## src/rtl/button_event_arb.sv

```systemverilog
// Debounced button scanner that turns press, long-press and release transitions into
// events, arbitrated round-robin across buttons into a small FIFO with overflow flag.
module button_event_arb #(
    parameter int NB_BUTTONS    = 4,
    parameter int CLK_FREQ_KHZ  = 95000,
    parameter int DEBOUNCE_MS   = 20,
    parameter int LONG_PRESS_MS = 1000,
    parameter int FIFO_DEPTH    = 4,
    localparam int IW = (NB_BUTTONS > 1) ? $clog2(NB_BUTTONS) : 1
) (
    input  logic                  clk,
    input  logic                  rst,
    input  logic [NB_BUTTONS-1:0] btn_in,
    output logic [NB_BUTTONS-1:0] btn_state,
    output logic                  evt_valid,
    input  logic                  evt_ready,
    output logic [IW+1:0]         evt_data,
    output logic                  evt_ovf,
    input  logic                  ovf_clr
);

    localparam int PW = $clog2(CLK_FREQ_KHZ + 1);
    localparam int DW = $clog2(DEBOUNCE_MS + 1);
    localparam int LW = $clog2(LONG_PRESS_MS + 1);
    localparam int AW = $clog2(FIFO_DEPTH);
    localparam int CW = AW + 1;

    typedef enum logic [1:0] {
        EVT_NONE    = 2'b00,
        EVT_PRESS   = 2'b01,
        EVT_RELEASE = 2'b10,
        EVT_LONG    = 2'b11
    } evt_type_t;

    function automatic int wrap_idx(input int base, input int k);
        return (base + k) % NB_BUTTONS;
    endfunction

    logic [PW-1:0]         pre_cnt;
    logic                  tick;
    logic [NB_BUTTONS-1:0] sync_q1, sync_q2;
    logic [DW-1:0]         stab_cnt [NB_BUTTONS];
    logic [LW-1:0]         hold_cnt [NB_BUTTONS];
    logic [NB_BUTTONS-1:0] toggle, set_press, set_rel, set_long;
    logic [NB_BUTTONS-1:0] pend_press, pend_rel, pend_long, pend_any;
    logic [NB_BUTTONS-1:0] clr_press, clr_rel, clr_long;
    logic                  ovf_hit;
    logic [IW-1:0]         rr_ptr;
    logic                  gnt_valid;
    logic [IW-1:0]         gnt_idx;
    evt_type_t             gnt_type;
    logic [IW+1:0]         fifo_mem [FIFO_DEPTH];
    logic [AW-1:0]         wr_ptr, rd_ptr;
    logic [CW-1:0]         fifo_cnt;
    logic                  do_wr, do_rd;

    // 1 ms time base shared by every per-button counter
    assign tick = (pre_cnt == PW'(CLK_FREQ_KHZ - 1));

    // NOTE: sequential state uses non-blocking assignments so every register samples pre-edge values.
    always_ff @(posedge clk or posedge rst) begin
        if (rst) begin
            pre_cnt <= '0;
            sync_q1 <= '0;
            sync_q2 <= '0;
        end else begin
            pre_cnt <= tick ? '0 : pre_cnt + PW'(1);
            sync_q1 <= btn_in;
            sync_q2 <= sync_q1;
        end
    end

    always_comb begin
        for (int i = 0; i < NB_BUTTONS; i++) begin
            toggle[i]   = (sync_q2[i] != btn_state[i]) && (stab_cnt[i] == DW'(DEBOUNCE_MS));
            set_long[i] = btn_state[i] && tick && (hold_cnt[i] == LW'(LONG_PRESS_MS - 1));
        end
    end

    assign set_press = toggle & ~btn_state;
    assign set_rel   = toggle & btn_state;

    always_ff @(posedge clk or posedge rst) begin
        if (rst) begin
            btn_state <= '0;
            for (int i = 0; i < NB_BUTTONS; i++) begin
                stab_cnt[i] <= '0;
                hold_cnt[i] <= '0;
            end
        end else begin
            for (int i = 0; i < NB_BUTTONS; i++) begin
                if (sync_q2[i] == btn_state[i]) begin
                    stab_cnt[i] <= '0;
                end else if (toggle[i]) begin
                    stab_cnt[i]  <= '0;
                    btn_state[i] <= ~btn_state[i];
                end else if (tick) begin
                    stab_cnt[i] <= stab_cnt[i] + DW'(1);
                end

                if (!btn_state[i]) begin
                    hold_cnt[i] <= '0;
                end else if (tick && hold_cnt[i] != LW'(LONG_PRESS_MS)) begin
                    hold_cnt[i] <= hold_cnt[i] + LW'(1);
                end
            end
        end
    end

    assign pend_any = pend_press | pend_long | pend_rel;

    // NOTE: every always_comb output gets a default first so no path infers a latch.
    always_comb begin
        gnt_valid = 1'b0;
        gnt_idx   = '0;
        if (fifo_cnt < CW'(FIFO_DEPTH)) begin
            for (int k = 0; k < NB_BUTTONS; k++) begin
                if (!gnt_valid && pend_any[wrap_idx(int'(rr_ptr), k)]) begin
                    gnt_valid = 1'b1;
                    gnt_idx   = IW'(wrap_idx(int'(rr_ptr), k));
                end
            end
        end
    end

    always_comb begin
        clr_press = '0;
        clr_long  = '0;
        clr_rel   = '0;
        gnt_type  = EVT_NONE;
        if (gnt_valid) begin
            if (pend_press[gnt_idx]) begin
                clr_press[gnt_idx] = 1'b1;
                gnt_type           = EVT_PRESS;
            end else if (pend_long[gnt_idx]) begin
                clr_long[gnt_idx] = 1'b1;
                gnt_type          = EVT_LONG;
            end else begin
                clr_rel[gnt_idx] = 1'b1;
                gnt_type         = EVT_RELEASE;
            end
        end
    end

    // A re-set of a flag that is being granted this cycle is a fresh event, not a loss
    assign ovf_hit = |((set_press & pend_press & ~clr_press) |
                       (set_long  & pend_long  & ~clr_long)  |
                       (set_rel   & pend_rel   & ~clr_rel));

    always_ff @(posedge clk or posedge rst) begin
        if (rst) begin
            pend_press <= '0;
            pend_long  <= '0;
            pend_rel   <= '0;
            rr_ptr     <= '0;
            evt_ovf    <= 1'b0;
        end else begin
            pend_press <= (pend_press & ~clr_press) | set_press;
            pend_long  <= (pend_long  & ~clr_long)  | set_long;
            pend_rel   <= (pend_rel   & ~clr_rel)   | set_rel;
            if (gnt_valid) begin
                rr_ptr <= (int'(gnt_idx) == NB_BUTTONS - 1) ? '0 : gnt_idx + IW'(1);
            end
            if (ovf_hit) begin
                evt_ovf <= 1'b1;
            end else if (ovf_clr) begin
                evt_ovf <= 1'b0;
            end
        end
    end

    assign do_wr = gnt_valid;
    assign do_rd = evt_valid && evt_ready;

    // NOTE: FIFO storage has no reset; occupancy gates every read so stale words are never visible.
    always_ff @(posedge clk) begin
        if (do_wr) begin
            fifo_mem[wr_ptr] <= {gnt_type, gnt_idx};
        end
    end

    always_ff @(posedge clk or posedge rst) begin
        if (rst) begin
            wr_ptr   <= '0;
            rd_ptr   <= '0;
            fifo_cnt <= '0;
        end else begin
            if (do_wr) wr_ptr <= wr_ptr + AW'(1);
            if (do_rd) rd_ptr <= rd_ptr + AW'(1);
            case ({do_wr, do_rd})
                2'b10:   fifo_cnt <= fifo_cnt + CW'(1);
                2'b01:   fifo_cnt <= fifo_cnt - CW'(1);
                default: fifo_cnt <= fifo_cnt;
            endcase
        end
    end

    assign evt_valid = (fifo_cnt != '0);
    assign evt_data  = evt_valid ? fifo_mem[rd_ptr] : '0;

endmodule
```

## config.mk

```make
export PLATFORM = sky130hd
export DESIGN_NAME = button_event_arb
export DESIGN_NICKNAME = d
export VERILOG_FILES = /design/src/rtl/button_event_arb.sv
export SDC_FILE = /design/constraint.sdc
export NUM_CORES = 1
export LEC_CHECK = 0
export ABC_CLOCK_PERIOD_IN_PS = 5200
export BUFFER_PORTS_ARGS = -buffer_cell sky130_fd_sc_hd__clkbuf_2
export CORE_MARGIN = 2
export CORE_UTILIZATION = 50
export DETAILED_ROUTE_END_ITERATION = 8
export GPL_ROUTABILITY_DRIVEN = 0
export PLACE_DENSITY = 0.7
export SLEW_MARGIN = 20
export SYNTH_ARGS = -nofsm -noshare
export SYNTH_HDL_FRONTEND = slang
export SYNTH_SLANG_ARGS = --single-unit
export TNS_END_PERCENT = 30
```

## constraint.sdc

```tcl
create_clock -name clk -period 5.2 [get_ports clk]
set_clock_uncertainty 0.2 [all_clocks]
set_input_delay 1.56 -clock clk [delete_from_list [all_inputs] [get_ports clk]]
set_output_delay 1.56 -clock clk [all_outputs]
set_load 0.02 [all_outputs]
```

; ---- Yosys cells after proc, flatten, opt, wreduce, memory -nomap -nowiden
; Memory sizes are Yosys's and may differ from the RTL's.
; Index checks and enable logic that the tools add are counted.
[word_totals]
input_bits = 8
output_inout_bits = 10
mem_bits_rw = 16
n_memories = 1
wordCells = 217
register_bits = 111
[mem_list]
columns = name, words, word_bits, read_ports, rd_ports_with_merged_regs, wr, line
row1 = fifo_mem, 4, 4, 1, 0, 1, 52  ; logic [IW+1:0] fifo_mem [FIFO_DEPTH];
[classes]
bitwise = 33
muxes = 69
eq_ne = 28
add_sub_neg = 17
n_reduce_logical = 39
order_cmp = 7
[ops]
columns = operator, count
row1 = $mux W10, 8
row2 = $mux W5, 12
row3 = $and A4 B4 Y4, 11
row4 = $add A10 B1 Y10 const B, 4
row5 = $eq A10 B10 Y1 const B, 4
row6 = $ne A10 B10 Y1 const B, 4
row7 = $mux W4, 9
row8 = $or A4 B4 Y4, 7
row9 = $mux W1, 23
row10 = $logic_and A1 B1 Y1, 21
row11 = $add A5 B1 Y5 const B, 4
row12 = $eq A5 B5 Y1 const B, 4
row13 = $add A17 B1 Y17 const B, 1
row14 = $eq A17 B17 Y1 const B, 1
row15 = $mux W17, 1
row16 = $mux W2, 8
row17 = $not A4 Y4, 4
row18 = $reduce_bool A3 Y1, 5
row19 = $bmux W1 S2, 6
row20 = $lt A3 B4 Y1 const B, 3
row21 = $add A2 B1 Y2 const B, 4
row22 = $ne A2 B1 Y1 const B, 4
row23 = $not A1 Y1, 8
row24 = $reduce_and A2 Y1, 4
row25 = other kinds (17), 33

; ---- Longest topological paths before layout
; Gate-level depths: netlist of run 1.
[logic_depth]
word_depth = 31
mapped_depth = 11
depth_no_buf = 10

; ---- Least setup slack after synthesis of run 1
; Ideal clock, no wire load.
[synth_path]
path_type = register -> output
from = register rd_ptr[0]
to = output evt_data[0]
t_required_ns = 3.440
t_arrival_ns = 1.352
stages_incl_launch_ff = 4
setup_slack_ns = 2.088
path_cell_list = dfrtp_1 clkbuf_1 mux4_2 and2_1
[synth_between]
elab_chain_cells = 2
[synth_lines]
columns = item, line
row1 = "start, declared", 53  ; logic [AW-1:0] wr_ptr, rd_ptr;
row2 = "start signal, assigned", 189  ; if (do_rd) rd_ptr <= rd_ptr + AW'(1);
row3 = $mem_v2 Z4 W4, n/a
row4 = $mux W4, 199  ; assign evt_data = evt_valid ? fifo_mem[rd_ptr] : '0;
row5 = "end, declared", 17  ; output logic [IW+1:0] evt_data,
; Every way passes these cells.

; ---- Worst setup path after layout of run 1
[layout_path]
from = register rd_ptr[0]
to = output evt_data[3]
; Same word-level chain as after synthesis.

==> results of run 1 <==
[metrics by stage]
step / power (mW) / cells / hold WS [ns]
6_report: 2.46 / 834 / 0.146
3_3_place_gp: 1.23 / 804 / 0.132
2_1_floorplan: 1.19 / 622 / 0.131
4_1_cts: 2.50 / 834 / 0.149
5_1_grt: 2.56 / 834 / 0.158
3_5_place_dp: 1.24 / 804 / 0.137
[Yosys cell counts (14+ instances only)]
master	n
and2_1	38
dfrtp_1	111
edfxtp_1	16
ha_1	26
inv_1	31
nand2_1	52
nand3_1	26
nand4_1	28
nor2_1	63
o21ai_0	14
xnor2_1	39
xor2_1	36
[per-layer routing]
metal | wire, um | GRT usage [%] | vias up
li1 | - | - | 2216
met1 | 5380 | 23.8 | 2168
met2 | 5780 | 29.0 | 75
met3 | 474 | 5.55 | 7
met4 | 82 | 6.77 | 0
met5 | 0 | 0 | -
[worst max-delay path, cell delays in order, from the launching register on]
cell and delay, ns:
dfrtp_1 0.51, mux4_2 0.54, and2_1 0.17, clkbuf_2 0.15
[flip-flops by register name, indices dropped and copies added (netlist names), 4 cells and up]
signal / count
pend_press: 4
btn_state: 4
pend_rel: 4
pend_long: 4
hold_cnt: 40
fifo_mem: 16
stab_cnt: 20
sync_q2: 4
pre_cnt: 17
sync_q1: 4
[kinds of logic after synthesis]
family | Yosys count | synth area share [%]
buffers and inverters | 44 | 2.84
and+or+nand+nor | 274 | 22.1
DFF | 127 | 49.6
adders and majority gates | 27 | 5.26
xor gates and xnor gates | 75 | 10.0
muxes | 18 | 3.66
AOI/OAI and AO/OA | 57 | 6.50
[power by group through the flow]
| stage | registers (mW) | clock network, mW | logic [mW] |
|---|---|---|---|
| after global placement | 1.08 | 0 | 0.146 |
| after detailed placement | 1.08 | 0 | 0.153 |
| final | 1.07 | 1.25 | 0.150 |
| after floorplan | 1.07 | 0 | 0.125 |
| after global routing | 1.07 | 1.32 | 0.167 |
| after CTS | 1.07 | 1.28 | 0.154 |
[path summary, 6_finish.rpt]
path                       depth (start not counted)                     from                        to  slack [ns]
min in group asynchronous                          2                      rst      sync_q1[1]$_DFF_PP0_        1.03
max in group asynchronous                          3                      rst  hold_cnt[34]$_DFFE_PP0P_        2.88
min                                                0     sync_q1[1]$_DFF_PP0_      sync_q2[1]$_DFF_PP0_        0.15
max                                                3    rd_ptr[0]$_DFFE_PP0P_               evt_data[3]        1.66
max reg2reg                                        8  pend_press[2]$_DFF_PP0_       evt_ovf$_DFFE_PP0P_        1.81
min reg2reg                                        0     sync_q1[1]$_DFF_PP0_      sync_q2[1]$_DFF_PP0_        0.15
[final cells by class]
cell class / count / area share (%)
Timing Repair Buffer: 23 / 1.74
Tap cell: 172 / 2.88
Clock inverter: 6 / 1.74
Clock buffer: 24 / 6.58
Multi-Input combinational cell: 451 / 41.8
Inverter: 31 / 1.59
Sequential cell: 127 / 43.6
==> impl_metrics.py, run 1 <==
metrics = {
    "place": {
        "dpl.hpwl_um": 8140,
        "dp_slack_ns": 1.85,
        "io_buffers": 17,
        "placed_area_um2": 6850,
    },
    "detailed_routing": {
        "vias": 4466,
        "drcViolationCount": 0,
        "drtAntennaViolNets": 0,
        "first_pass_iters": 5,
        "via_per_inst": 5.35,
        "wirelength_um": 11700,
        "drt_iter0_markers": 286,
        "wl_per_cell_um": 14.0,
    },
    "cells_and_area": {
        "mostFrequentLayoutCells": "111 x dfrtp_1, 63 x nor2_1, 52 x nand2_1, 39 x xnor2_1, 38 x and2_1",
        "drive_above_1_share_pct": 11.5,
        "multi_input_area_um2": 3120,
        "regArea_um2": 3260,
        "flow.area_growth_from_synthesis_pct": 13.8,
        "fin_util_pct": 58.7,
        "nets": 686,
        "fill_cells": 1096,
        "final_common_cell": "dfrtp_1",
        "finalInstanceArea_um2": 7470,
        "diodes": 0,
    },
    "floorplanning": {
        "rows": 41,
        "die_width_um": 119,
        "dieArea_um2": 14100,
        "start_util_pct": 51.6,
        "core_area_um2": 12700,
        "ios": 18,
        "die_h_um": 119,
    },
    "global_route": {
        "overflow": 0,
        "antenna_found_initial": 0,
        "grt_pass1_vias": 4486,
        "grt_usage_pct": 18.3,
        "grt_pass1_wl_um": 20800,
        "grt_max_degree": 57,
    },
    "clock_network": {
        "htreeDepth": 4,
        "clock_sinks": 127,
        "cts_tree": "done",
        "cts_resized": 0,
        "post-cts-setup-buffers": 0,
        "ctsHoldBuffers": 0,
        "cts-root-buf": "clkbuf_16",
        "numCtsBuffers": 17,
        "clk_pin_slew_ns": 0.05,
        "insertion_delay_ns": 0.42,
        "clockBufferDepth": 2,
    },
    "outcome": {
        "outcome": "finished, final reports clean",
    },
    "worst_setup_path": {
        "startpoint_type": "flop",
        "path_class": "flop to output port",
        "crit_required_ns": 3.44,
        "cp.arrival_ns": 1.78,
        "setup.worst_path.end_class": "output port",
        "crit_fanout": 6,
    },
    "power_and_ir_drop": {
        "p_clk_share_pct": 50.6,
        "peakVddDrop_mv": 0.242,
        "power_frac_seq_pct": 43.3,
        "p_leak_nw": 3.18,
        "internal_power_mw": 1.94,
        "switching_share_pct": 21.3,
        "switchingPower_uw": 524,
        "cellPowerDensity_nw_per_um2": 330,
        "power.share.combinational_pct": 6.1,
    },
    "sta": {
        "timing.final.crit_share_pct": 68.0,
        "tightestPinTransition_ns": 0.716,
        "setup_viol_count_final": 0,
        "fmax_mhz": 283,
        "setup_tns_ns": 0,
        "setup_ws_ns": 1.66,
        "drv_slew": 0,
        "fin_crit_ns": 3.54,
        "hold_violations": 0,
        "rsz0062_at_grt": "no",
        "max-slew-margin-rel_pct": 52.3,
    },
    "logic_synthesis": {
        "syn_area_um2": 6560,
        "synthesis.nets": 657,
        "synth_top_area_share_pct": 42.3,
        "syn_avg_cell_area_um2": 10.6,
        "synth_top_cell_by_area": "dfrtp_1",
        "ys_types": 65,
        "yosysWarnings": 0,
        "ys_ff_latch": 127,
        "ys_seq_area_share_pct": 49.6,
        "async_flop_share_pct": 87.4,
        "synth_edf_count": 16,
        "synthTopCellsByArea": "dfrtp_1 42%, edfxtp_1 7.3%, xnor2_1 5.2%, ha_1 5.0%, xor2_1 4.8%",
        "synth_flop_cell": "dfrtp_1",
        "netlist_instances": 622,
    },
    "job": {
        "max_cap_viol_count": 0,
    },
    "hold_path": {
        "hp-class": "flop to flop",
    },
}
Power figures use the tool's default switching activity.
==> run 2, diff against run 1 <==
--- a/config.mk
+++ b/config.mk
@@ -5,7 +5,7 @@
 export SDC_FILE = /design/constraint.sdc
 export NUM_CORES = 1
 export LEC_CHECK = 0
-export ABC_CLOCK_PERIOD_IN_PS = 5200
+export ABC_CLOCK_PERIOD_IN_PS = 3500
 export BUFFER_PORTS_ARGS = -buffer_cell sky130_fd_sc_hd__clkbuf_2
 export CORE_MARGIN = 2
 export CORE_UTILIZATION = 50
==> constraint.sdc (replaced) <==
create_clock -name clk -period 3.5 [get_ports clk]
set_clock_uncertainty 0.2 [all_clocks]
set_input_delay 1.05 -clock clk [delete_from_list [all_inputs] [get_ports clk]]
set_output_delay 1.05 -clock clk [all_outputs]
set_load 0.02 [all_outputs]
==> run 2 against run 1 <==
Cell count is 0.48% higher. Non-clock buffer count is 2 higher. Global-route usage is 0.41 points lower. Register-to-register slack got worse by 1.6 ns. Sequential power up 49%. Combinational power up 48%. Wire length increased by 0.63%. Flip-flop and latch count stayed put. Core utilization up 0.52 points. Die area did not move. Critical path depth up 5. First-iteration DRC count is 4.5% lower. Critical endpoint is now evt_ovf$_DFFE_PP0P_.
==> impl_metrics.py, run 2 (synthesis gave the netlist of run 1 again) <==
metrics = {
    "power_and_ir_drop": {
        "power_frac_seq_pct": 42.9,
        "switchingPower_uw": 806,
        "cellPowerDensity_nw_per_um2": 490,
        "internal_power_mw": 2.88,
        "p_total_mw": 3.69,
        "p_clk_share_pct": 51.0,
        "p_leak_nw": 3.19,
        "power.share.combinational_pct": 6.0,
        "switching_share_pct": 21.8,
        "peakVddDrop_mv": 0.314,
    },
    "sta": {
        "hold_violations": 0,
        "max-slew-margin-rel_pct": 50.0,
        "tightestPinTransition_ns": 0.749,
        "rsz0062_at_grt": "no",
        "drv_slew": 0,
        "setup_viol_count_final": 0,
        "fmax_mhz": 302,
        "setup_ws_ns": 0.186,
        "setup_tns_ns": 0,
        "fin_crit_ns": 3.31,
        "timing.final.crit_share_pct": 94.7,
    },
    "detailed_routing": {
        "drt_iter0_markers": 273,
        "first_pass_iters": 4,
        "wl_per_cell_um": 14.1,
        "vias": 4471,
        "wirelength_um": 11800,
        "drtAntennaViolNets": 0,
        "via_per_inst": 5.34,
        "drcViolationCount": 0,
    },
    "clock_network": {
        "numCtsBuffers": 17,
        "clock_sinks": 127,
        "clk_pin_slew_ns": 0.06,
        "htreeDepth": 4,
        "cts_resized": 0,
        "insertion_delay_ns": 0.41,
        "cts_tree": "done",
        "cts-root-buf": "clkbuf_16",
        "post-cts-setup-buffers": 0,
        "clockBufferDepth": 2,
        "ctsHoldBuffers": 0,
    },
    "worst_setup_path": {
        "path_class": "flop to flop",
        "cp_top_family": "compound AO/OA/AOI/OAI gates",
        "cp_cell_sequence": "or3_2, a21oi_1, o221a_2, mux2_2, a22oi_1, o21ai_0, o311a_1, o2111ai_1",
        "cp.arrival_ns": 3.44,
        "crit_fanout": 14,
        "startpoint_type": "flop",
        "max_stage_delay_ns": 0.52,
        "setup.worst_path.end_class": "flop",
        "crit_buf_inv": 0,
        "slowest_stage": "a22oi_1",
        "crit_required_ns": 3.63,
    },
    "floorplanning": {
        "die_h_um": 119,
        "ios": 18,
        "dieArea_um2": 14100,
        "start_util_pct": 51.6,
        "core_area_um2": 12700,
        "die_width_um": 119,
        "rows": 41,
    },
    "cells_and_area": {
        "nets": 688,
        "drive_above_1_share_pct": 12.0,
        "regMostFlops": "hold_cnt",
        "diodes": 0,
        "largestRegisters": "hold_cnt x40, stab_cnt x20, pre_cnt x17",
        "fill_cells": 1084,
        "regArea_um2": 3260,
        "largest_reg_flops": 40,
        "multi_input_area_um2": 3130,
        "final_common_cell": "dfrtp_1",
        "finalInstanceArea_um2": 7530,
        "flow.area_growth_from_synthesis_pct": 14.8,
        "instances_no_fill": 838,
        "mostFrequentLayoutCells": "111 x dfrtp_1, 63 x nor2_1, 52 x nand2_1, 39 x xnor2_1, 38 x and2_1",
    },
    "place": {
        "dpl.hpwl_um": 8190,
        "place_inst": 806,
        "io_buffers": 17,
        "dp_slack_ns": 0.221,
        "placed_area_um2": 6900,
    },
    "global_route": {
        "grt_usage_pct": 17.9,
        "grt_max_degree": 43,
        "grt_pass1_wl_um": 20200,
        "grt_pass1_vias": 4357,
        "antenna_found_initial": 0,
        "overflow": 0,
    },
    "job": {
        "max_cap_viol_count": 0,
    },
    "outcome": {
        "outcome": "finished, final reports clean",
    },
    "hold_path": {
        "hp-class": "flop to flop",
    },
}
[run 2: path summary, 6_finish.rpt]
check                           slack, ns               startpoint                        to  cells past startpoint
max in group asynchronous            1.91                      rst  hold_cnt[19]$_DFFE_PP0P_                      3
min in group asynchronous            0.55                      rst  stab_cnt[10]$_DFFE_PP0P_                      2
worst max-delay path                 0.19  pend_press[0]$_DFF_PP0_       evt_ovf$_DFFE_PP0P_                      8
worst min register to register       0.15     sync_q1[2]$_DFF_PP0_      sync_q2[2]$_DFF_PP0_                      0
worst min-delay path                 0.15     sync_q1[2]$_DFF_PP0_      sync_q2[2]$_DFF_PP0_                      0
worst max register to register       0.19  pend_press[0]$_DFF_PP0_       evt_ovf$_DFFE_PP0P_                      8
[run 2: power groups by stage]
stage	clock network (mW)	registers (mW)	logic [mW]
finish	1.88	1.59	0.222
global route	1.99	1.59	0.253
CTS	1.92	1.59	0.230
detailed placement	0	1.61	0.229
global placement	0	1.61	0.221
floorplan	0	1.58	0.186
[run 2: through the flow]
stage / util [%] / hold slack, ns
2_1_floorplan: - / 0.131
3_3_place_gp: 54.2 / 0.132
3_5_place_dp: 54.2 / 0.135
4_1_cts: 59.2 / 0.148
5_1_grt: 59.2 / 0.150
6_report: 59.2 / 0.147
[run 2: layer usage]
metal | part of all wire, % | track usage [%] | routed length, um
met1 | 47 | 23.8 | 5580
met2 | 47 | 28.2 | 5580
met3 | 4.1 | 5.31 | 488
met4 | 1.2 | 5.88 | 144
met5 | 0 | 0 | 0
[run 2: final cells by class]
class / instances / area share [%]
flip-flops and latches: 127 / 43.2
multi-input cells: 451 / 41.5
clock buffers: 21 / 5.85
well taps: 172 / 2.86
clock inverters: 11 / 2.51
repair buffers: 25 / 2.42
inverters: 31 / 1.59
[run 2: worst register-to-register path: stages, from the launching register on]
cell and delay [ns]:
dfrtp_1 0.44, or3_2 0.49, a21oi_1 0.18, o221a_2 0.39
mux2_2 0.37, a22oi_1 0.52, o21ai_0 0.20, o311a_1 0.35
o2111ai_1 0.08
==> run 3, diff against run 2 <==
--- a/config.mk
+++ b/config.mk
@@ -11,7 +11,7 @@
 export CORE_UTILIZATION = 50
 export DETAILED_ROUTE_END_ITERATION = 8
 export GPL_ROUTABILITY_DRIVEN = 0
-export PLACE_DENSITY = 0.7
+export PLACE_DENSITY = 0.66
 export SLEW_MARGIN = 20
 export SYNTH_ARGS = -nofsm -noshare
 export SYNTH_HDL_FRONTEND = slang
==> run 3 against run 2 <==
Combinational power about the same. Total power decreased by 9.3%. Register-to-register slack improved by 0.05 ns. Wire length increased by 4.1%. Final area decreased by 1.5%. Via count increased by 1.5%. Highest routed layer unchanged.
==> impl_metrics.py, run 3 (synthesis gave the netlist of run 1 again) <==
metrics = {
    "hold_path": {
        "hp-class": "flop to flop",
        "worst_hold_path.num_cells": 0,
    },
    "floorplanning": {
        "rows": 41,
        "die_h_um": 119,
        "start_util_pct": 51.6,
        "dieArea_um2": 14100,
        "core_area_um2": 12700,
        "die_width_um": 119,
        "ios": 18,
    },
    "global_route": {
        "grt_pass1_vias": 4746,
        "grt_max_degree": 69,
        "grt_pass1_wl_um": 21900,
        "grt_usage_pct": 19.2,
        "overflow": 0,
        "antenna_found_initial": 0,
    },
    "clock_network": {
        "cts-root-buf": "clkbuf_16",
        "insertion_delay_ns": 0.41,
        "numCtsBuffers": 17,
        "cts_tree": "done",
        "clockBufferDepth": 2,
        "clk_pin_slew_ns": 0.05,
        "ctsHoldBuffers": 0,
        "clock_sinks": 127,
        "cts_resized": 0,
        "post-cts-setup-buffers": 0,
        "htreeDepth": 4,
    },
    "power_and_ir_drop": {
        "power.share.combinational_pct": 6.7,
        "switchingPower_uw": 754,
        "switching_share_pct": 22.5,
        "p_leak_nw": 3.15,
        "p_clk_share_pct": 45.9,
        "cellPowerDensity_nw_per_um2": 451,
        "power_frac_seq_pct": 47.4,
        "internal_power_mw": 2.59,
        "peakVddDrop_mv": 0.266,
    },
    "detailed_routing": {
        "via_per_inst": 5.42,
        "first_pass_iters": 5,
        "wl_met1_um": 5500,
        "maxUsedRoutingLayer": "met4",
        "wl_met3_um": 400,
        "wl_per_cell_um": 14.7,
        "wirelength_um": 12300,
        "drt_iter0_markers": 238,
        "drtAntennaViolNets": 0,
        "wl_met2_um": 6190,
        "vias": 4538,
        "drcViolationCount": 0,
    },
    "place": {
        "dp_slack_ns": 0.177,
        "dpl.hpwl_um": 8680,
        "io_buffers": 17,
        "placed_area_um2": 6900,
    },
    "cells_and_area": {
        "final_common_cell": "dfrtp_1",
        "regMostFlops": "hold_cnt",
        "flow.area_growth_from_synthesis_pct": 13.1,
        "diodes": 0,
        "largestRegisters": "hold_cnt x40, stab_cnt x20, pre_cnt x17",
        "largest_reg_flops": 40,
        "finalInstanceArea_um2": 7420,
        "nets": 690,
        "mostFrequentLayoutCells": "111 x dfrtp_1, 63 x nor2_1, 52 x nand2_1, 39 x xnor2_1, 38 x and2_1",
        "drive_above_1_share_pct": 11.4,
        "fill_cells": 1129,
    },
    "sta": {
        "timing.final.crit_share_pct": 93.2,
        "setup_tns_ns": 0,
        "whs_ns": 0.145,
        "max-slew-margin-rel_pct": 59.2,
        "drv_slew": 0,
        "hold_violations": 0,
        "fmax_mhz": 307,
        "setup_viol_count_final": 0,
        "setup_ws_ns": 0.239,
        "rsz0062_at_grt": "no",
        "tightestPinTransition_ns": 0.607,
        "fin_crit_ns": 3.26,
    },
    "worst_setup_path": {
        "cp.arrival_ns": 3.33,
        "path_class": "flop to flop",
        "max_stage_delay_ns": 0.53,
        "cp_num_cells": 9,
        "crit_required_ns": 3.57,
        "setup.worst_path.end_class": "flop",
        "crit_buf_inv": 1,
        "r2r_cells": 9,
        "crit_fanout": 14,
        "cp_cell_sequence": "or3_2, a21oi_1, o221a_2, inv_1, o21ai_0, a22oi_1, a2111oi_1, o311a_1, o2111ai_1",
        "slowest_stage": "a2111oi_1",
        "startpoint_type": "flop",
        "cp_top_family": "compound AO/OA/AOI/OAI gates",
    },
    "job": {
        "max_cap_viol_count": 0,
    },
    "outcome": {
        "outcome": "finished, final reports clean",
    },
}
## run 3: cell types whose count changed in the layout (fill, tap and decap cells not counted)
cell,change
clkinv_4,-1
a2111oi_1,+1
buf_12,-1
clkbuf_8,+4
clkbuf_1,+3
clkinv_2,-2
buf_4,+3
clkinvlp_4,-2
a2111oi_0,-1
bufinv_16,-5
## run 3: per-stage QoR
stage                     total power [mW]  std cells  util (%)
after global placement                1.83        808      54.3
after floorplan                       1.77        622         -
after global routing                  3.50        837      58.3
after detailed placement              1.84        808      54.3
final                                 3.35        837      58.3
after CTS                             3.40        837      58.3
## run 3: cell type report
| type | count | area [um2] | area share, % |
|---|---|---|---|
| clock inverters | 1 | 5.00 | 0.0674 |
| inverters | 31 | 120 | 1.62 |
| repair buffers | 27 | 185 | 2.50 |
| clock buffers | 28 | 507 | 6.83 |
| well taps | 172 | 215 | 2.90 |
| multi-input cells | 451 | 3130 | 42.2 |
| flip-flops and latches | 127 | 3260 | 43.9 |
## run 3: worst reg2reg max path, delay by kind of cell, from the launching register on
family | cells | cell delay, ns
compound gates | 7 | 1.77
simple gates | 1 | 0.51
flops | 1 | 0.46
buf+inv | 1 | 0.19
## run 3: power groups by stage
stage	sequential (mW)	clock [mW]	combinational (mW)
after floorplan	1.58	0	0.186
after global placement	1.61	0	0.221
after detailed placement	1.61	0	0.229
after CTS	1.59	1.58	0.230
after global routing	1.59	1.65	0.255
final	1.59	1.54	0.224
## run 3: final timing paths
path | endpoint | from | slack (ns)
max in group asynchronous | hold_cnt[12]$_DFFE_PP0P_ | rst | 2.24
min in group asynchronous | stab_cnt[10]$_DFFE_PP0P_ | rst | 0.51
worst max register to register | evt_ovf$_DFFE_PP0P_ | pend_press[0]$_DFF_PP0_ | 0.24
worst min register to register | sync_q2[2]$_DFF_PP0_ | sync_q1[2]$_DFF_PP0_ | 0.15
worst max-delay path | evt_ovf$_DFFE_PP0P_ | pend_press[0]$_DFF_PP0_ | 0.24
worst min-delay path | sync_q2[2]$_DFF_PP0_ | sync_q1[2]$_DFF_PP0_ | 0.15
## run 3: layer usage
metal	track usage, %	vias to the layer above
li1	-	2214
met1	23.2	2219
met2	32.2	91
met3	4.78	14
met4	9.15	0
met5	0	-
